==> src/rtl/jtag_scan_sequencer.sv <==
// JTAG scan sequencer: walks a TAP through Test-Logic-Reset, IR/DR scans and returns captured TDO.
// Build option JTAG_SEQ_RUNTEST_EN adds cmd_idle, extra Run-Test/Idle cycles before each response.
module jtag_scan_sequencer #(
    parameter int MAX_LEN = 64,
    parameter int LEN_W   = 7
) (
    input  logic               TCK,
    input  logic               Reset,
    input  logic               cmd_valid,
    output logic               cmd_ready,
    input  logic               cmd_ir,
    input  logic [LEN_W-1:0]   cmd_len,
    input  logic [MAX_LEN-1:0] cmd_data,
`ifdef JTAG_SEQ_RUNTEST_EN
    input  logic [7:0]         cmd_idle,
`endif
    output logic               rsp_valid,
    input  logic               rsp_ready,
    output logic [MAX_LEN-1:0] rsp_data,
    output logic               rsp_err,
    output logic               TMS,
    output logic               TDI,
    input  logic               TDO
);

    typedef enum logic [3:0] {
        TLR_SEQ, IDLE, SEL_DR, SEL_IR, CAPTURE, SHIFT, EXIT1, UPDATE, RESP
    } state_t;

    state_t             state_q;
    logic [LEN_W-1:0]   cnt_q;
    logic [LEN_W-1:0]   len_q;
    logic               ir_q;
    logic               cap2_q;
    logic [MAX_LEN-1:0] data_q;
    logic [MAX_LEN-1:0] rsp_data_q;
    logic               rsp_err_q;
    logic               rsp_valid_q;
    logic               ready_q;
    logic               tms_q, tms_d;
    logic               tdi_q, tdi_d;
    logic               tdo_bit;
    logic               last_shift;
    logic               bad_len;
`ifdef JTAG_SEQ_RUNTEST_EN
    logic [7:0]         idle_q, idle_cnt_q;
`endif

    // A floating TDO reads as 0.
    assign tdo_bit    = (TDO === 1'b1);
    assign last_shift = (cnt_q == len_q - LEN_W'(1));
    assign bad_len    = (cmd_len == '0) || (cmd_len > LEN_W'(MAX_LEN));

    always_ff @(posedge TCK or posedge Reset) begin
        if (Reset) begin
            state_q     <= TLR_SEQ;
            cnt_q       <= '0;
            len_q       <= '0;
            ir_q        <= 1'b0;
            cap2_q      <= 1'b0;
            data_q      <= '0;
            rsp_data_q  <= '0;
            rsp_err_q   <= 1'b0;
            rsp_valid_q <= 1'b0;
            ready_q     <= 1'b0;
`ifdef JTAG_SEQ_RUNTEST_EN
            idle_q      <= '0;
            idle_cnt_q  <= '0;
`endif
        end else begin
            case (state_q)
                TLR_SEQ: begin
                    if (cnt_q == LEN_W'(5)) begin
                        cnt_q   <= '0;
                        ready_q <= 1'b1;
                        state_q <= IDLE;
                    end else begin
                        cnt_q <= cnt_q + LEN_W'(1);
                    end
                end
                IDLE: begin
                    if (cmd_valid && ready_q) begin
                        ready_q    <= 1'b0;
                        len_q      <= cmd_len;
                        ir_q       <= cmd_ir;
                        data_q     <= cmd_data;
                        rsp_data_q <= '0;
                        cnt_q      <= '0;
                        cap2_q     <= 1'b0;
`ifdef JTAG_SEQ_RUNTEST_EN
                        idle_q     <= cmd_idle;
                        idle_cnt_q <= '0;
`endif
                        if (bad_len) begin
                            rsp_err_q   <= 1'b1;
                            rsp_valid_q <= 1'b1;
                            state_q     <= RESP;
                        end else begin
                            rsp_err_q <= 1'b0;
                            state_q   <= SEL_DR;
                        end
                    end
                end
                SEL_DR:  state_q <= ir_q ? SEL_IR : CAPTURE;
                SEL_IR:  state_q <= CAPTURE;
                // Two TMS=0 cycles: Select->Capture, then Capture->Shift.
                CAPTURE: begin
                    cap2_q <= ~cap2_q;
                    if (cap2_q) state_q <= SHIFT;
                end
                SHIFT: begin
                    rsp_data_q <= rsp_data_q | ({{(MAX_LEN-1){1'b0}}, tdo_bit} << cnt_q);
                    data_q     <= data_q >> 1;
                    if (last_shift) begin
                        cnt_q   <= '0;
                        state_q <= EXIT1;
                    end else begin
                        cnt_q <= cnt_q + LEN_W'(1);
                    end
                end
                EXIT1:   state_q <= UPDATE;
                UPDATE: begin
`ifdef JTAG_SEQ_RUNTEST_EN
                    if (idle_cnt_q != idle_q) begin
                        idle_cnt_q <= idle_cnt_q + 8'd1;
                    end else begin
                        rsp_valid_q <= 1'b1;
                        state_q     <= RESP;
                    end
`else
                    rsp_valid_q <= 1'b1;
                    state_q     <= RESP;
`endif
                end
                RESP: begin
                    if (rsp_ready) begin
                        rsp_valid_q <= 1'b0;
                        ready_q     <= 1'b1;
                        state_q     <= IDLE;
                    end
                end
                default: state_q <= TLR_SEQ;
            endcase
        end
    end

    always_comb begin
        tms_d = 1'b0;
        tdi_d = 1'b0;
        case (state_q)
            TLR_SEQ: tms_d = (cnt_q != LEN_W'(5));
            SEL_DR:  tms_d = 1'b1;
            SEL_IR:  tms_d = 1'b1;
            SHIFT: begin
                tms_d = last_shift;
                tdi_d = data_q[0];
            end
            EXIT1:   tms_d = 1'b1;
            default: tms_d = 1'b0;
        endcase
    end

    // TAP samples on the rising edge, so launch TMS/TDI half a cycle earlier.
    always_ff @(negedge TCK or posedge Reset) begin
        if (Reset) begin
            tms_q <= 1'b1;
            tdi_q <= 1'b0;
        end else begin
            tms_q <= tms_d;
            tdi_q <= tdi_d;
        end
    end

    assign TMS       = tms_q;
    assign TDI       = tdi_q;
    assign cmd_ready = ready_q;
    assign rsp_valid = rsp_valid_q;
    assign rsp_data  = rsp_data_q;
    assign rsp_err   = rsp_err_q;

endmodule

==> config.mk <==
export PLATFORM = sky130hd
export DESIGN_NAME = jtag_scan_sequencer
export DESIGN_NICKNAME = d
export VERILOG_FILES = /design/src/rtl/jtag_scan_sequencer.sv
export SDC_FILE = /design/constraint.sdc
export NUM_CORES = 1
export LEC_CHECK = 0
export CORE_MARGIN = 2
export CORE_UTILIZATION = 51
export DETAILED_ROUTE_END_ITERATION = 8
export HOLD_SLACK_MARGIN = 0.05
export PLACE_DENSITY = 0.8
export SLEW_MARGIN = 20
export SYNTH_ARGS = -nofsm -noshare
export SYNTH_HDL_FRONTEND = slang
export SYNTH_SLANG_ARGS = --single-unit
==> constraint.sdc <==
create_clock -name TCK -period 6.1 [get_ports TCK]
set_clock_uncertainty 0.05 [all_clocks]
set_input_delay 1.22 -clock TCK [delete_from_list [all_inputs] [get_ports TCK]]
set_output_delay 1.22 -clock TCK [all_outputs]
set_load 0.05 [all_outputs]
==> impl_metrics.toml, run 1 <==
[cts]
cts_buffers = 17
clk_pin_slew_worst_paths_ns = 0.06
postCtsResizedCells = 0
ctsRootBufferMaster = "clkbuf_16"
cts_buffer_depth = 2
clock_latency_ns = 0.41
h-tree-depth = 4
cts_hold_buf = 0
post-cts-setup-buffer-count = 0
clock_sinks = 153
cts_tree = "yes"

[timing]
worst_pin_slew_ns = 1.06
rsz0062_at_grt = "false"
setup_ws_ns = 0.0543
finalHoldViolCount = 0
setup_viol = 0
drv_slew = 0
relSlewSlack_pct = 29.1

[finish]
antennaDiodeCount = 0
fin_nets = 877
final_area_um2 = 8840
area_delta_synth_final_pct = 32.0
drive_gt1_share_pct = 6.67

[synthesis]
yosys.area.top_type = "dfrtp_1"
synth_compound_area_share_pct = 19.0
synth_top_family_by_area = "compound AO/OA/AOI/OAI gates"
syn_inst = 676
ys_seq_area_share_pct = 57.2
avgSynthCellArea_um2 = 9.90
yosysUniqueCellTypes = 57
synth_area_leaders = "dfrtp_1, nor2_1, o22ai_1"
synthXorXnorAreaFrac_pct = 1.38
async_reset_ff_share_pct = 100
yosys-mux-area-fraction_pct = 0.150
synth-simple-area-share_pct = 17.6
synth_seq_cells = 153
synth_nets = 756
synth_top_area_share_pct = 56.4
synth_ff_type = "dfrtp_1"
synth_edf_count = 0
syn_area_um2 = 6700
synthAdderAreaFrac_pct = 0.561
synth_warnings = 0

[run_status]
status = "completed"

[critical_path]
ff2ff_path_depth = 8
crit_start = "TMS"
path_max_fanout = 1
rr_startpoint = "len_q[0]"
cp-start-kind = "flip-flop"
critPathBufInv = 1
setup.worst_path.end_class = "output port"
slowest_stage = "clkdlybuf4s50_1"
critPathKind = "reg2out"
cp.required_ns = 4.83
arrival_ns = 4.78
critPathMaxStageDelay_ns = 0.79
crit_chain = "clkdlybuf4s50_1"
cpLargestDelayFamily = "buffers and inverters"
path_depth = 1

[power]
leakage_nw = 3.76
ir_drop_v = 0.000198
pwr_density_cell_nw_per_um2 = 476

[die]
core_area_um2 = 12700
fp.dieArea_um2 = 14100
die_w_um = 119
start_util_pct = 52.6
row_count = 41
die_height_um = 119
io_pins = 146

[min_path]
worstHoldStart = "rsp_err"
hold_path_depth = 2
hold_class = "reg2reg"

[route]
routedWlPerCell_um = 17.6
first_iter_violations = 615
vias = 5664
avgViaCountPerCell = 5.77
dr.pass1.iters = 6
ant_nets = 0
finalWirelength_mm = 17.3
drcViolationCount = 0

[placement]
hpwl_mm = 11.2
placed_cell_area_um2 = 8210
gp_congestion = 0.884
pre_cts_ws_ns = 0.496
portBuffers = 145

[flow_run]
cap_violations = 0

[global_route]
track_usage_pct = 25.1
grt_first_pass_wirelength_mm = 28.2
grt_overflow = 0
grt_max_degree = 81
grt_pass1_vias = 5553
antenna_found_initial = 0
==> layout by cell type, fill, tap and decap left out, drive strengths merged, types with 3 or more instances in the layout <==
master,instances
a21oi,22
o21ai,15
nor3,17
clkdlybuf4s50,145
clkinvlp,5
clkinv,3
a21o,6
ha,3
dfrtp,151
a31oi,7
nor2,170
nand3,11
clkbuf,21
buf,5
a22o,45
a311oi,3
nand2b,9
xnor2,6
inv,18
and2,5
nand2,38
o22ai,65
bufinv,3
==> through the flow <==
| stage | setup TNS [ns] | instances | power, mW | util [%] | hold WS [ns] |
|---|---|---|---|---|---|
| 2_1_floorplan | -0.0376 | 676 | 2.71 | - | 0.408 |
| 3_3_place_gp | 0 | 950 | 3.03 | 64.5 | 0.420 |
| 3_5_place_dp | 0 | 950 | 3.11 | 64.5 | 0.429 |
| 4_1_cts | 0 | 982 | 4.21 | 69.3 | 0.442 |
| 5_1_grt | 0 | 982 | 4.46 | 69.5 | 0.470 |
| 6_report | 0 | 982 | 4.20 | 69.5 | 0.434 |
==> sequential cells by signal, summed over array words and instances (netlist names) <==
| name | cells |
|---|---|
| data_q | 64 |
| rsp_data | 64 |
| cnt_q | 7 |
| len_q | 7 |
| state_q | 4 |
| TDI | 1 |
| TMS | 1 |
| cap2_q | 1 |
| cmd_ready | 1 |
| ir_q | 1 |
| rsp_err | 1 |
| rsp_valid | 1 |
==> where the power goes <==
group          total [mW]  switching (mW)  internal, mW
logic                1.51           0.919         0.588
clock network        1.08           0.404         0.676
registers            1.62           0.289          1.33
total                4.20            1.61          2.59
==> kinds of logic after synthesis <==
logic type / Yosys count
AO/OA/AOI/OAI: 179
XOR/XNOR: 9
adder cells (fa/ha/maj): 3
buffers and inverters: 66
flip-flops: 153
multiplexers: 1
AND/OR/NAND/NOR: 265
==> cell usage after synthesis, types with 2 or more instances <==
library cell  count
xnor2_1           6
and2_1            5
inv_1            18
a22o_1           45
a311oi_1          3
nor3_2            2
dfrtp_1         151
o22ai_1          65
nand2b_1          8
nand2_1          38
a21oi_1          22
o32ai_1           2
nor3_1           15
buf_1             9
a21o_1            6
o21ai_0          14
a31oi_1           6
buf_2            16
xor2_1            2
nand3_1          10
nor2_1          169
nor2b_1           2
or2_2             2
ha_1              3
clkbuf_1         22
a22oi_1           2
and3_1            2
nand4_1           2
==> metal layers <==
| metal | GRT usage, % | share of wire [%] | up-vias | wire, um |
|---|---|---|---|---|
| met5 | 0 | 0 | - | 0 |
| met4 | 9.08 | 1.7 | 0 | 286 |
| met3 | 6.23 | 6.9 | 30 | 1190 |
| met2 | 39.5 | 48 | 214 | 8310 |
| met1 | 33.7 | 43 | 2795 | 7520 |
| li1 | - | - | 2625 | - |
==> tightest hold or removal path, cell delays in order, from the launching register on <==
cell and delay, ns:
dfrtp_1 0.34, nand2_1 0.05, o21ai_0 0.06
==> final timing paths <==
check                           endpoint  slack [ns]
worst min register to register   rsp_err        0.43
worst max-delay path                 TMS        0.05
worst min-delay path             rsp_err        0.43
worst max register to register       TMS        0.82
min in group asynchronous         cap2_q        1.12
max in group asynchronous            TMS        1.54
==> final cells by class <==
class | count | area (um^2)
inverters | 17 | 67.6
flip-flops and latches | 153 | 3830
multi-input cells | 457 | 2620
fillers | 965 | 3880
well taps | 172 | 215
repair buffers | 150 | 1490
clock buffers | 21 | 470
clock inverters | 12 | 148
Note: power is estimated with default switching activity, not from simulation.
==> run 2, diff against run 1 <==
- CORE_MARGIN: 2 -> 4
- clock period: 6.1 -> 5.7 ns (I/O delays scaled with it)
==> run 2 against run 1 <==
  * Die area up 6.9%
  * Hold slack about the same
  * Clock power up 8%
  * Register-to-register slack worse by 0.19 ns
  * Setup slack better by 0.035 ns
  * Via count up 0.21%
  * Sequential power up 7%
  * Count of clock-buffer cells in the layout up 1
  * Global-route usage down 0.38 points
  * Total power up 7.6%
  * Critical endpoint is now TDI
==> impl_metrics.toml, run 2 (same netlist as run 1, synthesis figures left out) <==
[die]
start_util_pct = 52.6
die_height_um = 123
core_area_um2 = 12700
fp.dieArea_um2 = 15000
io_pins = 146
die_w_um = 123
row_count = 41

[critical_path]
arrival_ns = 4.42
slowest_stage = "clkdlybuf4s50_1"
rr_startpoint = "len_q[0]"
cp.required_ns = 4.51
cpLargestDelayFamily = "buffers and inverters"
cp-start-kind = "flip-flop"
reg2reg_to = "TMS"
crit_chain = "clkdlybuf4s50_1"
path_max_fanout = 1
ff2ff_path_depth = 8
setup.worst_path.end_class = "output port"
critPathKind = "reg2out"
critPathBufInv = 1
r2r_slack_ns = 0.63
critPathMaxStageDelay_ns = 0.79

[global_route]
track_usage_pct = 24.7
grt_busiest_layer = "met2"
antenna_found_initial = 0
grt_first_pass_wirelength_mm = 28.8
grt_max_degree = 95
grt_use_met1_pct = 31.8
grt_pass1_vias = 5708
use_met2_pct = 39.3
globalRouteMet3Util_pct = 8.34
grt_overflow = 0

[placement]
hpwl_mm = 11.8
gp_congestion = 0.877
portBuffers = 145
pre_cts_ws_ns = 0.499

[finish]
mostFrequentLayoutCells = "nor2_1, dfrtp_1, clkdlybuf4s50_1"
layout_commonest_cell = "nor2_1"
antennaDiodeCount = 0
area_delta_synth_final_pct = 32.0
postLayoutCoreUtil_pct = 69.5
drive_gt1_share_pct = 6.43
fin_nets = 878

[flow_run]
cap_violations = 0

[cts]
cts_buffer_depth = 2
h-tree-depth = 4
clk_pin_slew_worst_paths_ns = 0.06
clock_sinks = 153
cts_tree = "yes"
ctsRootBufferMaster = "clkbuf_16"
cts_buffers = 17
clock_latency_ns = 0.42
postCtsResizedCells = 0
cts_hold_buf = 0
post-cts-setup-buffer-count = 0

[route]
dr.pass1.iters = 5
drcViolationCount = 0
first_iter_violations = 592
routedWlPerCell_um = 18.3
ant_nets = 0
avgViaCountPerCell = 5.79
finalWirelength_mm = 18.0
vias = 5676

[timing]
rsz0062_at_grt = "false"
holdWs_ns = 0.435
finalHoldViolCount = 0
worst_pin_slew_ns = 1.08
relSlewSlack_pct = 27.3
setup_ws_ns = 0.0890
drv_slew = 0
setup_viol = 0
setup-tns-final_ns = 0

[min_path]
hold_class = "reg2reg"
worstHoldStart = "rsp_data[0]"
hold-path-endpoint = "rsp_data[0]"
hold_path_depth = 2

[run_status]
status = "completed"

[power]
leakage_nw = 3.77
p_total_mw = 4.52
ir_drop_v = 0.000307
pwr_density_cell_nw_per_um2 = 512
## run 2: changes by cell type in the layout (fill, tap and decap cells not counted), sizes merged
cell / before / now
buf: 5 / 7
bufinv: 3 / 4
clkbuf: 21 / 22
clkdlybuf4s50: 145 / 144
clkinv: 3 / 2
clkinvlp: 5 / 3
inv: 18 / 17
## run 2: metrics by stage
step | instances | cell area (um^2)
after CTS | 981 | 8820
after detailed placement | 951 | 8210
after global placement | 951 | 8210
after floorplan | 676 | 6700
final | 981 | 8840
after global routing | 981 | 8840
## run 2: routing by layer
metal / routed length [um] / vias to the layer above
met3: 1560 / 24
met4: 301 / 0
met2: 8700 / 211
met5: 0 / -
li1: - / 2626
met1: 7410 / 2815
## run 2: how the worst max path moves through the flow
| stage | start | end | slack (ns) | cells after the start |
|---|---|---|---|---|
| 6_report | TDI | TDI | 0.09 | 1 |
| 5_1_grt | TDI | TDI | 0.06 | 1 |
| 4_1_cts | TDI | TDI | 0.07 | 1 |
| 3_5_place_dp | TDI | TDI | 0.50 | 1 |
| 3_3_place_gp | TDI | TDI | 0.50 | 1 |
| 2_1_floorplan | Reset | TDI | -0.16 | 1 |
## run 2: cell type report
type,count,area [um^2]
Fill cell,950,3880
Clock buffer,22,464
Tap cell,172,215
Inverter,17,67.6
Sequential cell,153,3830
Timing Repair Buffer,151,1490
Multi-Input combinational cell,457,2620
Clock inverter,9,149
## run 2: power by group
group	internal, mW	switching [mW]
clock	0.750	0.420
sequential	1.42	0.311
combinational	0.629	0.995
